## config.mk

```make
export PLATFORM = sky130hd
export DESIGN_NAME = ab_encoder
export DESIGN_NICKNAME = d
export VERILOG_FILES = /design/src/rtl/ab_encoder.sv
export SDC_FILE = /design/constraint.sdc
export NUM_CORES = 1
export LEC_CHECK = 0
export ABC_AREA = 1
export BUFFER_PORTS_ARGS = -buffer_cell sky130_fd_sc_hd__buf_4
export CORE_MARGIN = 5
export CORE_UTILIZATION = 35
export DETAILED_ROUTE_END_ITERATION = 7
export SETUP_SLACK_MARGIN = 0.5
export SYNTH_ARGS = -nofsm -noshare
export SYNTH_HDL_FRONTEND = slang
export SYNTH_SLANG_ARGS = --single-unit
```

## constraint.sdc

```tcl
create_clock -name clk -period 4.7 [get_ports clk]
set_clock_uncertainty 0.05 [all_clocks]
set_input_delay 0.47 -clock clk [delete_from_list [all_inputs] [get_ports clk]]
set_output_delay 0.47 -clock clk [all_outputs]
set_load 0.05 [all_outputs]
```

## src/rtl/ab_encoder.sv

```systemverilog
// rtl/ab_encoder.sv - A/B vernier edge counts to pulse-width code W = A*PB - B*PA
// Shift-add multiply over WA cycles, one subtract/saturate cycle, one-cycle done pulse.
module ab_encoder #(
    parameter int WA = 7,
    parameter int WW = 13,
    parameter int PA = 80,
    parameter int PB = 81
) (
    input  logic          clk,
    input  logic          reset,
    input  logic          en,
    input  logic          start,
    input  logic [WA-1:0] A_val,
    input  logic [WA-1:0] B_val,
    output logic [WW-1:0] W,
    output logic          busy,
    output logic          done,
    output logic          err
);

    localparam int AW = WA + 7;
    localparam int DW = WA + 8;
    localparam int IW = $clog2(WA + 1);

    localparam logic [1:0] S_IDLE = 2'd0;
    localparam logic [1:0] S_MUL  = 2'd1;
    localparam logic [1:0] S_SUB  = 2'd2;
    localparam logic [1:0] S_DONE = 2'd3;

    localparam logic [AW-1:0] PA_W  = AW'(PA);
    localparam logic [AW-1:0] PB_W  = AW'(PB);
    localparam logic [AW-1:0] W_MAX = AW'((2 ** WW) - 1);
    localparam logic [IW-1:0] I_LAST = IW'(WA - 1);

    logic [1:0]    state_q, state_d;
    logic [WA-1:0] a_q, a_d, b_q, b_d;
    logic [AW-1:0] pa_q, pa_d, pb_q, pb_d;
    logic [IW-1:0] i_q, i_d;
    logic [WW-1:0] w_q, w_d;
    logic          err_q, err_d;
    logic [DW-1:0] diff;

    // Zero-extended subtract; the top bit is the sign of pA - pB.
    assign diff = {1'b0, pa_q} - {1'b0, pb_q};

    always_comb begin
        state_d = state_q;
        a_d     = a_q;
        b_d     = b_q;
        pa_d    = pa_q;
        pb_d    = pb_q;
        i_d     = i_q;
        w_d     = w_q;
        err_d   = err_q;
        case (state_q)
            S_IDLE: begin
                if (start) begin
                    a_d     = A_val;
                    b_d     = B_val;
                    pa_d    = '0;
                    pb_d    = '0;
                    i_d     = '0;
                    state_d = S_MUL;
                end
            end
            S_MUL: begin
                if (a_q[i_q]) pa_d = pa_q + (PB_W << i_q);
                if (b_q[i_q]) pb_d = pb_q + (PA_W << i_q);
                i_d = i_q + 1'b1;
                if (i_q == I_LAST) state_d = S_SUB;
            end
            S_SUB: begin
                if (diff[DW-1]) begin
                    w_d   = '0;
                    err_d = 1'b1;
                end else if (diff[AW-1:0] > W_MAX) begin
                    w_d   = '1;
                    err_d = 1'b1;
                end else begin
                    w_d   = diff[WW-1:0];
                    err_d = 1'b0;
                end
                state_d = S_DONE;
            end
            default: state_d = S_IDLE;
        endcase
    end

    always_ff @(posedge clk or posedge reset) begin
        if (reset) begin
            state_q <= S_IDLE;
            a_q     <= '0;
            b_q     <= '0;
            pa_q    <= '0;
            pb_q    <= '0;
            i_q     <= '0;
            w_q     <= '0;
            err_q   <= 1'b0;
        end else if (en) begin
            state_q <= state_d;
            a_q     <= a_d;
            b_q     <= b_d;
            pa_q    <= pa_d;
            pb_q    <= pb_d;
            i_q     <= i_d;
            w_q     <= w_d;
            err_q   <= err_d;
        end
    end

    assign W    = w_q;
    assign err  = err_q;
    assign busy = (state_q != S_IDLE);
    assign done = (state_q == S_DONE);

endmodule
```

==> results.cfg <==
[outcome]
status = finished clean

[yosys]
yosys.cell_types.count = 34
synthAdderAreaFrac_pct = 13.13
synth_area_leaders = dfrtp_1 (32%), nand2_1 (21%), ha_1 (12%)
synth_top_family_by_area = simple AND/OR/NAND/NOR gates
yosysTopAreaCellShare_pct = 31.72
synth_seq_area_share_pct = 31.72
async_reset_ff_share_pct = 100.0
ys_ff_latch = 57
synth-edff-count = 0
yosysTopAreaCell = dfrtp_1
synth_xor_area_share_pct = 2.142
synth_area_per_cell_sq_um = 6.742
syn-num-nets = 731
synth_simple_gate_area_share_pct = 34.84
yosysWarnings = 0
synth_area_sq_mm = 0.004497
synth.area.mux_share_pct = 0
synthFlopType = dfrtp_1
synth_cells = 667
synth-compound-area-share_pct = 9.711

[die]
initial_core_util_pct = 35.63
ios = 34
core_area_sq_mm = 0.01262
die_x_microns = 123.4
die_h_microns = 123.4
rows = 41
dieArea_sq_mm = 0.01522

[timing]
fmax_mhz = 358.1
period_minus_slack_ns = 2.793
maxSlewViolCount = 0
tightest_slew_ns = 0.7374
period_share_pct = 59.42
setup_tns_ns = 0
slew_headroom_pct = 50.84
setup_viol = 0
hold_viol_final = 0
rsz0062_at_grt = false

[clock_tree]
cts.sinks = 57
postCtsResizedCells = 0
cts_made_buffers = 9
clock_tree.root_cell = clkbuf_16
cts_tree = yes
clk_path_buf_depth = 2
clk_latency_ns = 0.33
cts_hold_buf = 0
clkSlewWorstSetupHoldPaths_ns = 0.05
cts_setup_buffers = 0
h-tree-depth = 3

[setup_path]
rr_endpoint = pa_q[12]
cp-end-kind = flop
critPathSlowestCell = dfrtp_1
worst-r2r-cell-count = 13
crit_required_ns = 4.90
cp_cell_sequence = inv_1 > ha_1 > inv_1 > nor2_1 > ha_1 > fa_1 > nand3_1 > nand2_1 > nand3_1 > nand3_1 > nand2_1 > nand2_1 > o21ai_0
r2r-start = i_q[0]
worst_path_largest_cell_delay_ns = 0.58
worstPathArrival_ns = 2.99
path_max_fanout = 14
start_kind = flop
path_class = flop to flop
reg2reg_slack_ns = 1.91

[flow_run]
cap_viol_max_count = 0

[detailed_routing]
drtPass1Iterations = 5
detail-route-antenna-nets = 0
num_vias = 4206
drc = 0
routed_via_density = 4.790
wire_per_inst_microns = 12.96
drt_wl_total_mm = 11.38
drtIter0Drc = 189

[layout]
syn_to_final_growth_pct = 15.58
multiInputGateArea_sq_mm = 0.002694
diodes = 0
final-seq-area_sq_mm = 0.001426
fillers = 1366
drive_above_1_share_pct = 8.924
nNetsFinal = 765

[global_route]
grt_usage_pct = 16.01
grt_pass1_wl_mm = 19.11
grt_pass1_vias = 4031
grt_max_degree = 58
antenna_found_initial = 0
grt-ovfl-total = 0

[hold_path]
min_delay_path_depth = 3
min_path_type = input port to flop
min_to = b_q[3]
hold_start = B_val[3]

[placed_design]
portBuffers = 33
gp_congestion = 0.9448
hpwl_mm = 8.990
[state kept, by name (all words and copies together), names as in the netlist]
register	cells
W	13
pa_q	14
err	1
state_q	2
pb_q	10
b_q	7
a_q	7
i_q	3
[layout by cell type (no fill, tap or decap), types with 2 or more instances in the layout]
cell type	instances
nand2_1	255
inv_1	81
nand3_1	61
dfrtp_1	57
nor2_1	44
ha_1	44
buf_4	34
a21oi_1	28
o21ai_0	28
nand4_1	9
clkbuf_16	9
xnor2_1	7
inv_2	5
nand3b_1	4
o21bai_1	4
xor2_1	4
o21ai_2	4
a31oi_1	3
clkinvlp_4	3
a21o_1	2
or2_2	2
a21boi_0	2
fa_1	2
clkbuf_8	2
[cells by family (layout without fill, tap and decap cells)]
group,count (synthesis),after routing
compound gates,76,76
flops,57,57
buf+inv,97,136
xor+xnor,11,11
fa+ha+maj,46,46
other cells,1,1
simple gates,379,379
[stage by stage]
| stage | instances | utilization (%) | cell area [sq um] | worst slack, ns | hold WS (ns) |
|---|---|---|---|---|---|
| 4_1_cts | 878 | 41.19 | 5197 | 1.909 | 0.2731 |
| 3_3_place_gp | 862 | 38.94 | 4913 | 2.014 | 0.4141 |
| 5_1_grt | 878 | 41.19 | 5197 | 1.660 | 0.2781 |
| 2_1_floorplan | 667 | - | 4497 | 2.407 | 0.3917 |
| 6_report | 878 | 41.19 | 5197 | 1.907 | 0.2829 |
| 3_5_place_dp | 862 | 38.94 | 4913 | 1.919 | 0.4143 |
[Yosys cell counts (2+ instances only)]
cell type    n
a21o_1       2
nand3_1     61
clkbuf_1     5
inv_2        4
o21ai_2      4
or2_2        2
nor2_1      44
nand3b_1     4
a21oi_1     28
nand2_1    255
o21bai_1     4
a31oi_1      3
a21boi_0     2
inv_1       82
xnor2_1      7
dfrtp_1     57
ha_1        44
fa_1         2
buf_2        4
o21ai_0     28
xor2_1       4
nand4_1      9
[layer usage]
layer	GRT usage (%)	wire length, microns
met1	20.74	5449
met2	26.74	5313
met3	3.522	413
met4	4.775	205
met5	0	0
[worst max-delay path, delay by kind of cell (launching register included)]
family / cells / cell delay (ns)
buf+inv: 2 / 0.35
flops: 1 / 0.58
simple gates: 7 / 0.59
compound gates: 1 / 0.17
fa+ha+maj: 3 / 0.96
[how the worst max path moves through the flow]
| stage | from | endpoint | slack, ns | depth (start not counted) |
|---|---|---|---|---|
| after detailed placement | i_q[0] | pa_q[12] | 1.92 | 13 |
| after CTS | i_q[0] | pa_q[12] | 1.91 | 13 |
| after floorplan | i_q[0] | pa_q[4] | 2.41 | 12 |
| final | i_q[0] | pa_q[12] | 1.91 | 13 |
| after global placement | i_q[0] | pa_q[4] | 2.01 | 11 |
| after global routing | i_q[0] | pb_q[13] | 1.66 | 14 |
[area by class of cell]
class / instances / area share [%]
inverters: 86 / 6.211
well taps: 172 / 4.141
clock inverters: 4 / 0.5296
flip-flops and latches: 57 / 27.44
repair buffers: 34 / 4.911
multi-input cells: 513 / 51.83
clock buffers: 12 / 4.935
Power is left out: the tool's default activity adds up to more than one toggle a clock period on the data nets, which glitch-free logic cannot reach.
